$ cat src/rtl/fft_stage_feeder.sv
// fft_stage_feeder: loads one frame of N complex samples in bit-reversed
// order, then issues the N/2 operand pairs of one radix-2 DIT stage, with
// their Q2.14 twiddles, over a start/done handshake to the butterfly.
//
// Ports:
//   clk, rst_n              clock, async active-low reset
//   s_valid/s_ready         sample stream handshake, s_re/s_im sample data
//   stage                   DIT stage, latched with the first sample of a frame
//   in0_*/in1_*             butterfly upper/lower operands
//   twiddle_r/twiddle_i     twiddle factor, Q2.14
//   bf_start/bf_done        butterfly handshake (start held until done)
//   bf_idx                  pair index j currently issued
//   busy                    high outside LOAD
//   frame_done              one-cycle pulse after the last pair completes
module fft_stage_feeder #(
  parameter int unsigned W     = 18,
  parameter int unsigned LOG2N = 3
) (
  input  logic             clk,
  input  logic             rst_n,
  input  logic             s_valid,
  output logic             s_ready,
  input  logic [W-1:0]     s_re,
  input  logic [W-1:0]     s_im,
  input  logic [1:0]       stage,
  output logic [W-1:0]     in0_r,
  output logic [W-1:0]     in0_i,
  output logic [W-1:0]     in1_r,
  output logic [W-1:0]     in1_i,
  output logic [W-1:0]     twiddle_r,
  output logic [W-1:0]     twiddle_i,
  output logic             bf_start,
  input  logic             bf_done,
  output logic [LOG2N-1:0] bf_idx,
  output logic             busy,
  output logic             frame_done
);

  localparam int unsigned N    = 1 << LOG2N;
  localparam int unsigned HALF = N / 2;

  typedef enum logic [1:0] {LOAD, SETUP, RUN, FIN} state_t;

  state_t           state_q, state_d;
  logic [LOG2N-1:0] cnt_q, cnt_d;
  logic [LOG2N-1:0] j_q, j_d;
  logic [1:0]       stage_q, stage_d;
  logic             s_ready_d, busy_d, bf_start_d, frame_done_d;
  logic [W-1:0]     in0_r_d, in0_i_d, in1_r_d, in1_i_d, tw_r_d, tw_i_d;
  logic [LOG2N-1:0] bf_idx_d;

  logic [W-1:0]     mem_re [N];
  logic [W-1:0]     mem_im [N];

  logic             accept;
  logic [LOG2N-1:0] half_w, p, a, b;
  logic [2:0]       rom_idx;
  logic [2*W-1:0]   tw;

  assign accept = s_valid && s_ready;

  function automatic logic [LOG2N-1:0] bitrev(input logic [LOG2N-1:0] x);
    bitrev = '0;
    for (int unsigned i = 0; i < LOG2N; i++) bitrev[i] = x[LOG2N-1-i];
  endfunction

  // 16-point Q2.14 twiddle ROM, {re, im}
  function automatic logic [2*W-1:0] rom(input logic [2:0] k);
    case (k)
      3'd0:    rom = {W'(16384),  W'(0)};
      3'd1:    rom = {W'(15137),  W'(-6270)};
      3'd2:    rom = {W'(11585),  W'(-11585)};
      3'd3:    rom = {W'(6270),   W'(-15137)};
      3'd4:    rom = {W'(0),      W'(-16384)};
      3'd5:    rom = {W'(-6270),  W'(-15137)};
      3'd6:    rom = {W'(-11585), W'(-11585)};
      default: rom = {W'(-15137), W'(-6270)};
    endcase
  endfunction

  // Pair addressing; ROM index p*(N>>(s+1))*(16/N) reduces to p << (3-s)
  always_comb begin
    half_w  = LOG2N'(1) << stage_q;
    p       = j_q & (half_w - LOG2N'(1));
    a       = ((j_q >> stage_q) << (3'(stage_q) + 3'd1)) + p;
    b       = a + half_w;
    rom_idx = 3'(4'(p) << (2'd3 - stage_q));
    tw      = rom(rom_idx);
  end

  // Sample buffer, written bit-reversed
  always_ff @(posedge clk) begin
    if (accept) begin
      mem_re[bitrev(cnt_q)] <= s_re;
      mem_im[bitrev(cnt_q)] <= s_im;
    end
  end

  // State and registered outputs
  always_ff @(posedge clk or negedge rst_n) begin
    if (!rst_n) begin
      state_q    <= LOAD;
      cnt_q      <= '0;
      j_q        <= '0;
      stage_q    <= '0;
      s_ready    <= 1'b1;
      busy       <= 1'b0;
      bf_start   <= 1'b0;
      frame_done <= 1'b0;
      in0_r      <= '0;
      in0_i      <= '0;
      in1_r      <= '0;
      in1_i      <= '0;
      twiddle_r  <= '0;
      twiddle_i  <= '0;
      bf_idx     <= '0;
    end else begin
      state_q    <= state_d;
      cnt_q      <= cnt_d;
      j_q        <= j_d;
      stage_q    <= stage_d;
      s_ready    <= s_ready_d;
      busy       <= busy_d;
      bf_start   <= bf_start_d;
      frame_done <= frame_done_d;
      in0_r      <= in0_r_d;
      in0_i      <= in0_i_d;
      in1_r      <= in1_r_d;
      in1_i      <= in1_i_d;
      twiddle_r  <= tw_r_d;
      twiddle_i  <= tw_i_d;
      bf_idx     <= bf_idx_d;
    end
  end

  // Next-state logic
  always_comb begin
    state_d = state_q;
    case (state_q)
      LOAD:    if (accept && cnt_q == LOG2N'(N - 1)) state_d = SETUP;
      SETUP:   state_d = RUN;
      RUN:     if (bf_done) state_d = (j_q == LOG2N'(HALF - 1)) ? FIN : SETUP;
      default: state_d = LOAD;
    endcase
  end

  // Output and datapath next values; flags follow the state being entered
  always_comb begin
    cnt_d        = cnt_q;
    j_d          = j_q;
    stage_d      = stage_q;
    in0_r_d      = in0_r;
    in0_i_d      = in0_i;
    in1_r_d      = in1_r;
    in1_i_d      = in1_i;
    tw_r_d       = twiddle_r;
    tw_i_d       = twiddle_i;
    bf_idx_d     = bf_idx;
    s_ready_d    = (state_d == LOAD);
    busy_d       = (state_d != LOAD);
    bf_start_d   = (state_d == RUN);
    frame_done_d = (state_d == FIN);
    case (state_q)
      LOAD: begin
        if (accept) begin
          cnt_d = cnt_q + LOG2N'(1);
          if (cnt_q == '0)
            stage_d = (32'(stage) >= LOG2N) ? 2'(LOG2N - 1) : stage;
          if (cnt_q == LOG2N'(N - 1)) j_d = '0;
        end
      end
      SETUP: begin
        // Operands land together with the bf_start rising edge
        in0_r_d  = mem_re[a];
        in0_i_d  = mem_im[a];
        in1_r_d  = mem_re[b];
        in1_i_d  = mem_im[b];
        tw_r_d   = tw[2*W-1:W];
        tw_i_d   = tw[W-1:0];
        bf_idx_d = j_q;
      end
      RUN: begin
        if (bf_done && j_q != LOG2N'(HALF - 1)) j_d = j_q + LOG2N'(1);
      end
      default: ;
    endcase
  end

endmodule

$ cat config.mk
export PLATFORM = sky130hd
export DESIGN_NAME = fft_stage_feeder
export DESIGN_NICKNAME = d
export VERILOG_FILES = /design/src/rtl/fft_stage_feeder.sv
export SDC_FILE = /design/constraint.sdc
export NUM_CORES = 1
export LEC_CHECK = 0
export ABC_CLOCK_PERIOD_IN_PS = 11800
export CORE_ASPECT_RATIO = 1.25
export CORE_MARGIN = 8
export CORE_UTILIZATION = 42
export CTS_BUF_LIST = sky130_fd_sc_hd__clkbuf_2 sky130_fd_sc_hd__clkbuf_4 sky130_fd_sc_hd__clkbuf_8
export DETAILED_ROUTE_END_ITERATION = 10
export GPL_TIMING_DRIVEN = 0
export PLACE_DENSITY_LB_ADDON = 0.12
export SLEW_MARGIN = 25
export SYNTH_ARGS = -nofsm -noshare
export SYNTH_HDL_FRONTEND = slang
export SYNTH_SLANG_ARGS = --single-unit
$ cat constraint.sdc
create_clock -name clk -period 11.8 [get_ports clk]
set_input_delay 1.77 -clock clk [delete_from_list [all_inputs] [get_ports clk]]
set_output_delay 1.77 -clock clk [all_outputs]
set_load 0.1 [all_outputs]
# Word level (Yosys, flattened, before mapping)

Memory sizes are Yosys's and may differ from the RTL's. A register that Yosys moved wholly into a read port is not among the register bits.
Index checks and enable logic that the tools add are counted.

$add $sub $neg: 7
$mul: 0
Div/mod/pow operators: 0
Order comparisons: 1
Equal/unequal tests: 16
Shifts and indexed selects: 4
Mux-type cells: 12
Bitwise operators: 1
Reduce and logical (&&, ||, !) cells: 16

Operators by type and width:

| operator                                              | count |
|---|---|
| one-hot mux 36 bit (7 select lines)                   | 1 |
| equality test 3 bit, second input constant            | 4 |
| equality test 3 x 2 -> 1 bit, second input constant   | 3 |
| 2-to-1 mux 3 bit                                      | 3 |
| 2-to-1 mux 2 bit                                      | 4 |
| adder 3 x 1 -> 3 bit, second input constant           | 2 |
| adder 3 bit                                           | 2 |
| equality test 2 bit, second input constant            | 3 |
| logical NOT 3 bit                                     | 2 |
| inequality test 2 bit, second input constant          | 3 |
| one-hot mux 2 bit (3 select lines)                    | 1 |
| one-hot mux 3 bit (2 select lines)                    | 1 |
| logical NOT 1 bit                                     | 4 |
| logical NOT 2 bit                                     | 2 |
| AND reduction 4 bit                                   | 1 |
| nonzero test 2 bit                                    | 2 |
| adder 2 x 1 -> 3 bit, second input constant           | 1 |
| bitwise AND 3 bit                                     | 1 |
| equality test 3 x 1 -> 1 bit, second input constant   | 1 |
| logical AND 1 bit                                     | 3 |
| inequality test 3 x 2 -> 1 bit, second input constant | 1 |
| AND reduction 3 bit                                   | 1 |
| << shifter 1 x 2 -> 3 bit, first input constant       | 1 |
| << shifter 3 x 2 -> 3 bit                             | 1 |
| other kinds (8)                                       | 9 |

Flip-flop bits (word level): 53
Bits in latches: 0
Memory bits (writable): 288
Memory bits (read-only): 0
Input port bits: 42
Word-level logic and storage cells: 70
Memories kept: 2

Memory list:

| name   | depth | width | rd ports | clocked after memory_dff | write ports | RTL line | RTL |
|---|---|---|---|---|---|---|---|
| mem_im | 8     | 18    | 2        | 2                        | 1           | 53       | `logic [W-1:0] mem_im [N];` |
| mem_re | 8     | 18    | 2        | 2                        | 1           | 52       | `logic [W-1:0] mem_re [N];` |

# Logic depth before layout (Yosys ltp)

Depth after elaboration: 6
Mapped depth: 13
Depth with buffers taken out: 11

# Worst setup path before layout

OpenSTA, ideal clock, no wires.

Path type: input to register
Start point: input s_valid
End point: register stage_q[1]
Setup time: 125 ps
Arrival time: 3989 ps
Setup slack: 7687 ps
Stages: 4
Path buffers: 0
Cells stage by stage: nand2_1 nor2_1 nand2_1 mux2_2

Word-level cells in the longest chain between the ends: 2

Ends and longest elaborated chain:

| item                                 | RTL line | RTL |
|---|---|---|
| start, declared                      | 21       | `input logic s_valid,` |
| logical AND 1 bit                    | 60       | `assign accept = s_valid && s_ready;` |
| AND reduction 3 bit (no source line) | n/a      |  |
| end signal, assigned                 | 121      | `stage_q <= stage_d;` |
| end, declared                        | 47       | `logic [1:0] stage_q, stage_d;` |

Every way passes these cells.
A chain may end at the register's enable or synchronous reset.

# Final worst setup path

Start point: register stage_q[1]
End point: register in1_r[7] (read register of mem_re)

Word-level cells in the longest chain between the ends: 5

Ends and longest elaborated chain:

| item                      | RTL line | RTL |
|---|---|---|
| << shifter 1 x 2 -> 3 bit | 83       | `half_w = LOG2N'(1) << stage_q;` |
| subtractor 3 x 1 -> 3 bit | 84       | `p = j_q & (half_w - LOG2N'(1));` |
| bitwise AND 3 bit         | 84       |  |
| adder 3 bit               | 85       | `a = ((j_q >> stage_q) << (3'(stage_q) + 3'd1)) + p;` |
| adder 3 bit (*)           | 86       | `b = a + half_w;` |
| end, declared             | 28       | `output logic [W-1:0] in1_r,` |

Every way passes the cells marked *; elsewhere a longest branch is shown, timed or not.

==> flow_summary.toml <==
[status]
status = "finished, final reports clean"

[cts]
insertion_delay_ns = 0.63
cts.path.max_buffers = 3
cts_tree = "built"
cts-root-buf = "clkbuf_8"
ctsResizeCount = 0
cts_made_buffers = 60
htree_levels = 2
cts_setup_buffers = 0
ctsHoldBuffers = 0
numClockSinks = 395
path_clk_slew_ns = 0.07

[timing]
hold_viol = 0
final.period_utilization = 0.4314
slew_headroom = 0.2855
worst_pin_slew_ns = 1.068
setup_viol = 0
setup_ws_ns = 6.709
clock_skew_ns = 0.02242
fmax_mhz = 196.4
slew_viol_final = 0
rsz0062_at_grt = "no"
fin_crit_ns = 5.091
tns_ns = 0

[floorplanning]
io_pins = 157
die-height_um = 243.6
die_w_um = 198.1
core-area_um2 = 41020
dieArea_um2 = 48260
rows = 83
start_util = 0.4244

[setup_path]
endpoint_kind = "register"
arrival_ns = 5.58
setup.worst_path.class = "reg -> reg"
worstPathMaxFanout = 10
crit_required_ns = 12.29
crit_path_start_kind = "register"

[synth]
ys_types = 44
netlist_area_um2 = 17410
synthTopCellsByArea = "edfxtp_1 50%, mux4_2 19%, dfrtp_1 15%"
yosys-top-cells-count = "288 x edfxtp_1, 144 x mux4_2, 106 x dfrtp_1, 104 x nand2_1, 75 x mux2i_1"
synth.yosys.warnings = 0
yosysTopAreaCellShare = 0.4968
synth-edff-count = 288
synthArstFlopShare = 0.2709
yosysMostFrequentCell = "edfxtp_1"
synth_fp_nets = 1050
ys.flop_type = "edfxtp_1"
ys_ff_latch = 395
postSynthAreaPerCell_um2 = 17.57
synth.yosys.seq_area_share = 0.6507
yosys.area.top_type = "edfxtp_1"
syn_inst = 991

[global_route]
grt_max_degree = 64
use_met3 = 0.03614
grt_busiest_layer = "met2"
grt.met1_usage = 0.2320
antenna_found_initial = 3
grtUsageMet2 = 0.3193
grt_pass1_vias = 10480
grt_overflow = 0
grt_pass1_wl_um = 66340
globalRouteTotalUtil = 0.1852

[placement]
pre_cts_slack_ns = 6.711
dp_hpwl_um = 29870
place.gp.congestion = 0.7794
port_buffers = 155
dp_cells = 1713

[detailed_routing]
firstDrtPassIters = 5
drc = 0
routed_wl_um = 44620
wl_per_cell_um = 24.42
drtIter0Drc = 579
vias = 9877
final_antenna_net_count = 0
viasPerCell = 5.406

[finish]
drive_gt1_frac = 0.2512
nets = 1282
final_cells = 1827
syn_to_final_growth_pct = 23.09

[min_path]
hold_class = "reg -> reg"

[job]
drv_cap = 0
path summary, 6_finish.rpt:
path	cells past startpoint	end	slack, ns	start
max in group asynchronous	2	in1_i[14]$_DFFE_PN0N_	9.97	rst_n
worst min-delay path	2	in0_i[2]$_DFFE_PN0N_	0.48	in0_i[2]$_DFFE_PN0N_
worst max register to register	12	in1_r[7]$_DFFE_PN0N_	6.71	stage_q[1]$_DFFE_PN0P_
min in group asynchronous	1	in0_i[0]$_DFFE_PN0N_	1.14	rst_n
worst min register to register	2	in0_i[2]$_DFFE_PN0N_	0.48	in0_i[2]$_DFFE_PN0N_
worst max-delay path	12	in1_r[7]$_DFFE_PN0N_	6.71	stage_q[1]$_DFFE_PN0P_
registers in the layout (all words and copies together) (netlist names):
| register | flops |
|---|---|
| bf_idx | 3 |
| bf_start | 1 |
| busy | 1 |
| cnt_q | 3 |
| frame_done | 1 |
| in0_i | 18 |
| in0_r | 18 |
| in1_i | 18 |
| in1_r | 18 |
| j_q | 3 |
| mem_im | 144 |
| mem_re | 144 |
| s_ready | 1 |
| stage_q | 2 |
| state_q | 2 |
| twiddle_i | 7 |
| twiddle_r | 11 |
per-stage QoR:
| step | area (um^2) | util | hold slack, ns |
|---|---|---|---|
| floorplan | 17410 | - | 0.5081 |
| global placement | 19650 | 0.4790 | 0.4566 |
| detailed placement | 20070 | 0.4892 | 0.4711 |
| CTS | 21410 | 0.5220 | 0.4841 |
| global route | 21430 | 0.5223 | 0.4987 |
| finish | 21430 | 0.5223 | 0.4774 |
per-layer routing:
layer / wire [um] / vias up
met5: 27 / -
met4: 1083 / 4
met3: 2644 / 78
met2: 22550 / 298
met1: 18320 / 5119
li1: - / 4378
placed cells by master (no fill, tap or decap), types with 5 or more instances in the layout:
master and instances:
a31oi_1 7, buf_12 9, buf_16 8, buf_4 18
buf_6 5, bufinv_16 6, clkbuf_1 38, clkbuf_2 13
clkbuf_4 12, clkbuf_8 69, clkdlybuf4s50_1 154, clkinv_1 10
clkinv_2 13, dfrtp_1 106, edfxtp_1 288, ha_1 15
inv_1 8, mux2i_1 75, mux4_2 144, nand2_1 104
nand2b_1 8, nand3_1 7, nor2_1 11, nor2_4 6
nor2b_1 5, o21ai_0 49, o21ai_1 35, xnor2_1 6
cell type report:
| cell class | instances | area [um^2] |
|---|---|---|
| fillers | 3402 | 19590 |
| plain buffers | 83 | 489.2 |
| flip-flops and latches | 395 | 11330 |
| diodes | 1 | 2.502 |
| inverters | 8 | 30.03 |
| well taps | 552 | 690.7 |
| clock buffers | 81 | 1040 |
| multi-input cells | 505 | 5634 |
| clock inverters | 32 | 305.3 |
| repair buffers | 170 | 1908 |
cells by family after synthesis:
kind of cell,Yosys count,synth area share
fa+ha+maj,17,0.01308
buf+inv,91,0.02882
other cells,1,0.0002154
simple gates,153,0.03745
compound gates,103,0.03163
flops,395,0.6507
mux,221,0.2307
xor+xnor,10,0.007404
critical path, stage by stage, from the launching register on:
cell,delay [ns]
dfrtp_1,0.47
clkbuf_1,0.37
inv_1,0.14
ha_1,0.34
nor4_1,0.33
ha_1,0.23
fa_1,0.44
fa_1,0.53
buf_1,0.50
clkbuf_1,0.71
mux4_2,0.42
mux2i_1,0.35
o21ai_1,0.10
Power is left out: the tool's default activity adds up to more than one toggle a clock period on the data nets, which glitch-free logic cannot reach.
==> RTL change 1: new RTL, config.mk and constraints unchanged <==
Set the parameter `W` to 36 (it was 18).
--- a/src/rtl/fft_stage_feeder.sv
+++ b/src/rtl/fft_stage_feeder.sv
@@ -15,3 +15,3 @@
 module fft_stage_feeder #(
-  parameter int unsigned W     = 18,
+  parameter int unsigned W     = 36,
   parameter int unsigned LOG2N = 3
Interface: changed (8 resized); port bits go from 157 to 301. The function was not compared with the original's and may differ.
==> RTL change 1 against the unedited design <==
Sequential cell count up 360; worst setup slack got worse by 500 ps; final cell count rose by 88%; global-route usage grew 3.6 points; wire length is 120% higher; non-clock buffer count up 258; cell area increased by 91%; highest routed layer unchanged; hold slack gained 0.53 ps; critical path depth grew 2; largest cell class unchanged; area after synthesis is 90% higher.
Power is left out: the tool's default activity adds up to more than one toggle a clock period on the data nets, which glitch-free logic cannot reach.
==> RTL change 1: results (changes against the unedited design) <==
Final #Nets 2356 (+84%); sequential share of cell area 0.532 (+0.00302); vias per cell 5.56 (+2.8%); H-tree levels 3 (+1); status completed; R2R Path End in1_i[0]; maximum clock frequency 179 MHz (-8.9%); largest net degree at the start of global routing 90 (+41%); ratio of cells with drive above 1 in the final layout 0.280 (+0.0285); asr flop ratio synth 0.237 (-0.0338); Net Count, Synth 1901 (+81%); Post-synth EDFFs 576 (+100%); Worst R2R Setup Slack 6210 ps (-500 ps); GRT Total Usage 0.221 (+0.0359); non-clock buffer share of cell area 0.122 (+0.0101); worst reg2reg path depth 14 (+2); first-pass GRT wire length 140000 µm (+110%); critical path arrival 6180 ps (+600 ps); clock skew 34.4 ps (+12.0 ps); routed vias 19000 (+93%); Worst-Skew Late Latency 740 ps (+110 ps); vias in the first global route 20500 (+96%); GP Congestion 0.762 (-2.2%); Area contributors post-synth edfxtp_1, mux4_2, dfrtp_1, mux2i_1, nand2_1; multi-input combinational cell count 866 (+71%); clkbuf count 194 (+140%); CTS sink count 755 (+91%); Cell Area, Synth 33100 µm² (+90%)
## RTL change 1: worst min path at each step
stage,from,end,slack (ps),cells past startpoint
2_1_floorplan,state_q[0],state_q[0],510,1
3_3_place_gp,twiddle_r[14],twiddle_r[14],470,2
3_5_place_dp,in0_i[4],in0_i[4],470,2
4_1_cts,in0_i[4],in0_i[4],480,2
5_1_grt,in0_i[6],in0_i[6],500,2
6_report,in0_i[4],in0_i[4],480,2
## RTL change 1: metal layers
metal / vias to the layer above / part of all wire / track usage
met3: 163 / 0.068 / 0.0451
li1: 8141 / - / -
met2: 673 / 0.52 / 0.392
met5: - / 0.00054 / 0
met4: 8 / 0.027 / 0.0734
met1: 10100 / 0.38 / 0.268
## RTL change 1: kinds of logic after synthesis
logic type	after synthesis	synth area share
AO/OA/AOI/OAI	178	0.0286
XOR/XNOR	10	0.00408
adder cells (fa/ha/maj)	17	0.00688
buffers and inverters	185	0.0339
flip-flops	755	0.658
multiplexers	437	0.241
other	1	0.000113
AND/OR/NAND/NOR	223	0.0277
==> RTL change 2: new RTL, same settings <==
Made on the original files. Re-encode `state_t` (4 states) as one-hot, 4 bits wide.
--- a/src/rtl/fft_stage_feeder.sv
+++ b/src/rtl/fft_stage_feeder.sv
@@ -41,3 +41,3 @@
 
-  typedef enum logic [1:0] {LOAD, SETUP, RUN, FIN} state_t;
+  typedef enum logic [3:0] {LOAD = 4'b0001, SETUP = 4'b0010, RUN = 4'b0100, FIN = 4'b1000} state_t;
 
Function: same outputs for any inputs over 10 cycles, from zero or initial values and one cycle with rst_n low; not proved beyond that.
==> RTL change 2 against the unedited design <==
Sequential cell count increased by 2; cell area decreased by 0.67%; worst setup slack got worse by 55 ps; area after synthesis increased by 0.82%; sequential share of layout area increased by 0.60 points; die area increased by 0.76%; wire length increased by 2.5%; fmax decreased by 1.1%; critical path type unchanged.
==> RTL change 2: results (changes against the unedited design) <==
WL met3 2950 µm (+11%); HP Start twiddle_r[10]; top layer reached by signal wires met4; starting DRC count in detailed routing 687 (+19%); post-synthesis adder-cell area fraction 0.0130 (-0.000106); mean routed wirelength per cell 25.0 µm (+2.2%); asr flop ratio synth 0.275 (+0.00367); Post-synth top cells edfxtp_1, mux4_2, dfrtp_1, nand2_1, o21ai_1; Compound-Gate Fraction of Synth Area 0.0317 (+0.0000994); Worst R2R Setup Slack 6650 ps (-50 ps); clock skew 32.8 ps (+10.4 ps); Net Count, Synth 1056 (+0.57%); Num CTS Buffers 61 (+1.7%); Worst Hold Class flop to flop; first-pass GRT wire length 68200 µm (+2.9%); vias in the first global route 10700 (+2.0%); cts repair resizes 0 (unchanged); status completed; Post-Place Cell Area 20000 µm² (-0.11%); period utilisation layout 0.436 (+0.00463); Distinct cells, synth 48 (+9.1%); met1 wire length 19000 µm (+3.9%); met3 usage 0.0366 (+0.000416); Area contributors post-synth edfxtp_1, mux4_2, dfrtp_1, mux2i_1, o21ai_1; end of the critical path in1_r[17]; Detail Route met2 WL 22800 µm (+0.98%); Pre-antenna DRT Iters 4 (-1); register area share after synthesis 0.648 (-0.00237); Final #Nets 1283 (+0.078%); vias per cell 5.41 (about the same); worst slack at placement 6640 ps (-67.9 ps); met1 usage 0.250 (+0.0182); hold slack 472 ps (-5.03 ps); actual slew at the worst max-slew pin 1030 ps (-36.4 ps); M2 GR Usage 0.323 (+0.00356); critical path arrival 5620 ps (+40 ps); post-synthesis mux area share 0.230 (-0.000307); hpwl dp 29800 µm (-0.20%); Largest regs mem_im: 144 flops, mem_re: 144 flops; FILL cells 3494 (+2.7%); largest net degree at the start of global routing 74 (+16%); routed wire length 45700 µm (+2.5%); XOR/XNOR share of the synthesized area 0.00684 (-0.000559); GP Congestion 0.758 (-2.8%); Slowest Stage Delay on Critical Path 740 ps (+30 ps); GRT Total Usage 0.191 (+0.00590); ratio of cells with drive above 1 in the final layout 0.253 (+0.00176); crit path max-delay cell type dlygate4sd1_1; WHS Endpoint twiddle_r[10]; syn_area_per_cell 17.6 µm² (+0.21%)
[RTL change 2: changes by cell type after synthesis, sizes merged, moves of 3 or more]
cell	unedited run	this run
and2	1	4
and3	5	8
buf	32	42
clkbuf	51	36
dlygate4sd1	0	3
inv	8	11
nand2b	8	3
nand3	7	3
o21ai	84	87
o22ai	0	3
[RTL change 2: worst max-delay path, delay by kind of cell (launching register included)]
kind / cells / cell delay (ps)
flops: 1 / 440
fa+ha+maj: 4 / 1560
mux: 2 / 700
buf+inv: 4 / 1810
simple gates: 1 / 360
compound gates: 1 / 100
[RTL change 2: layout make-up]
type / instances / area, µm² / share of cell area
clock buffer: 85 / 1060 / 0.0497
clock inverter: 31 / 171 / 0.00805
sequential: 397 / 11400 / 0.535
timing repair buffer: 164 / 1760 / 0.0827
buffer: 81 / 514 / 0.0242
tap: 552 / 691 / 0.0324
inverter: 11 / 43.8 / 0.00206
antenna: 2 / 5.00 / 0.000235
multi-input combinational: 508 / 5660 / 0.266
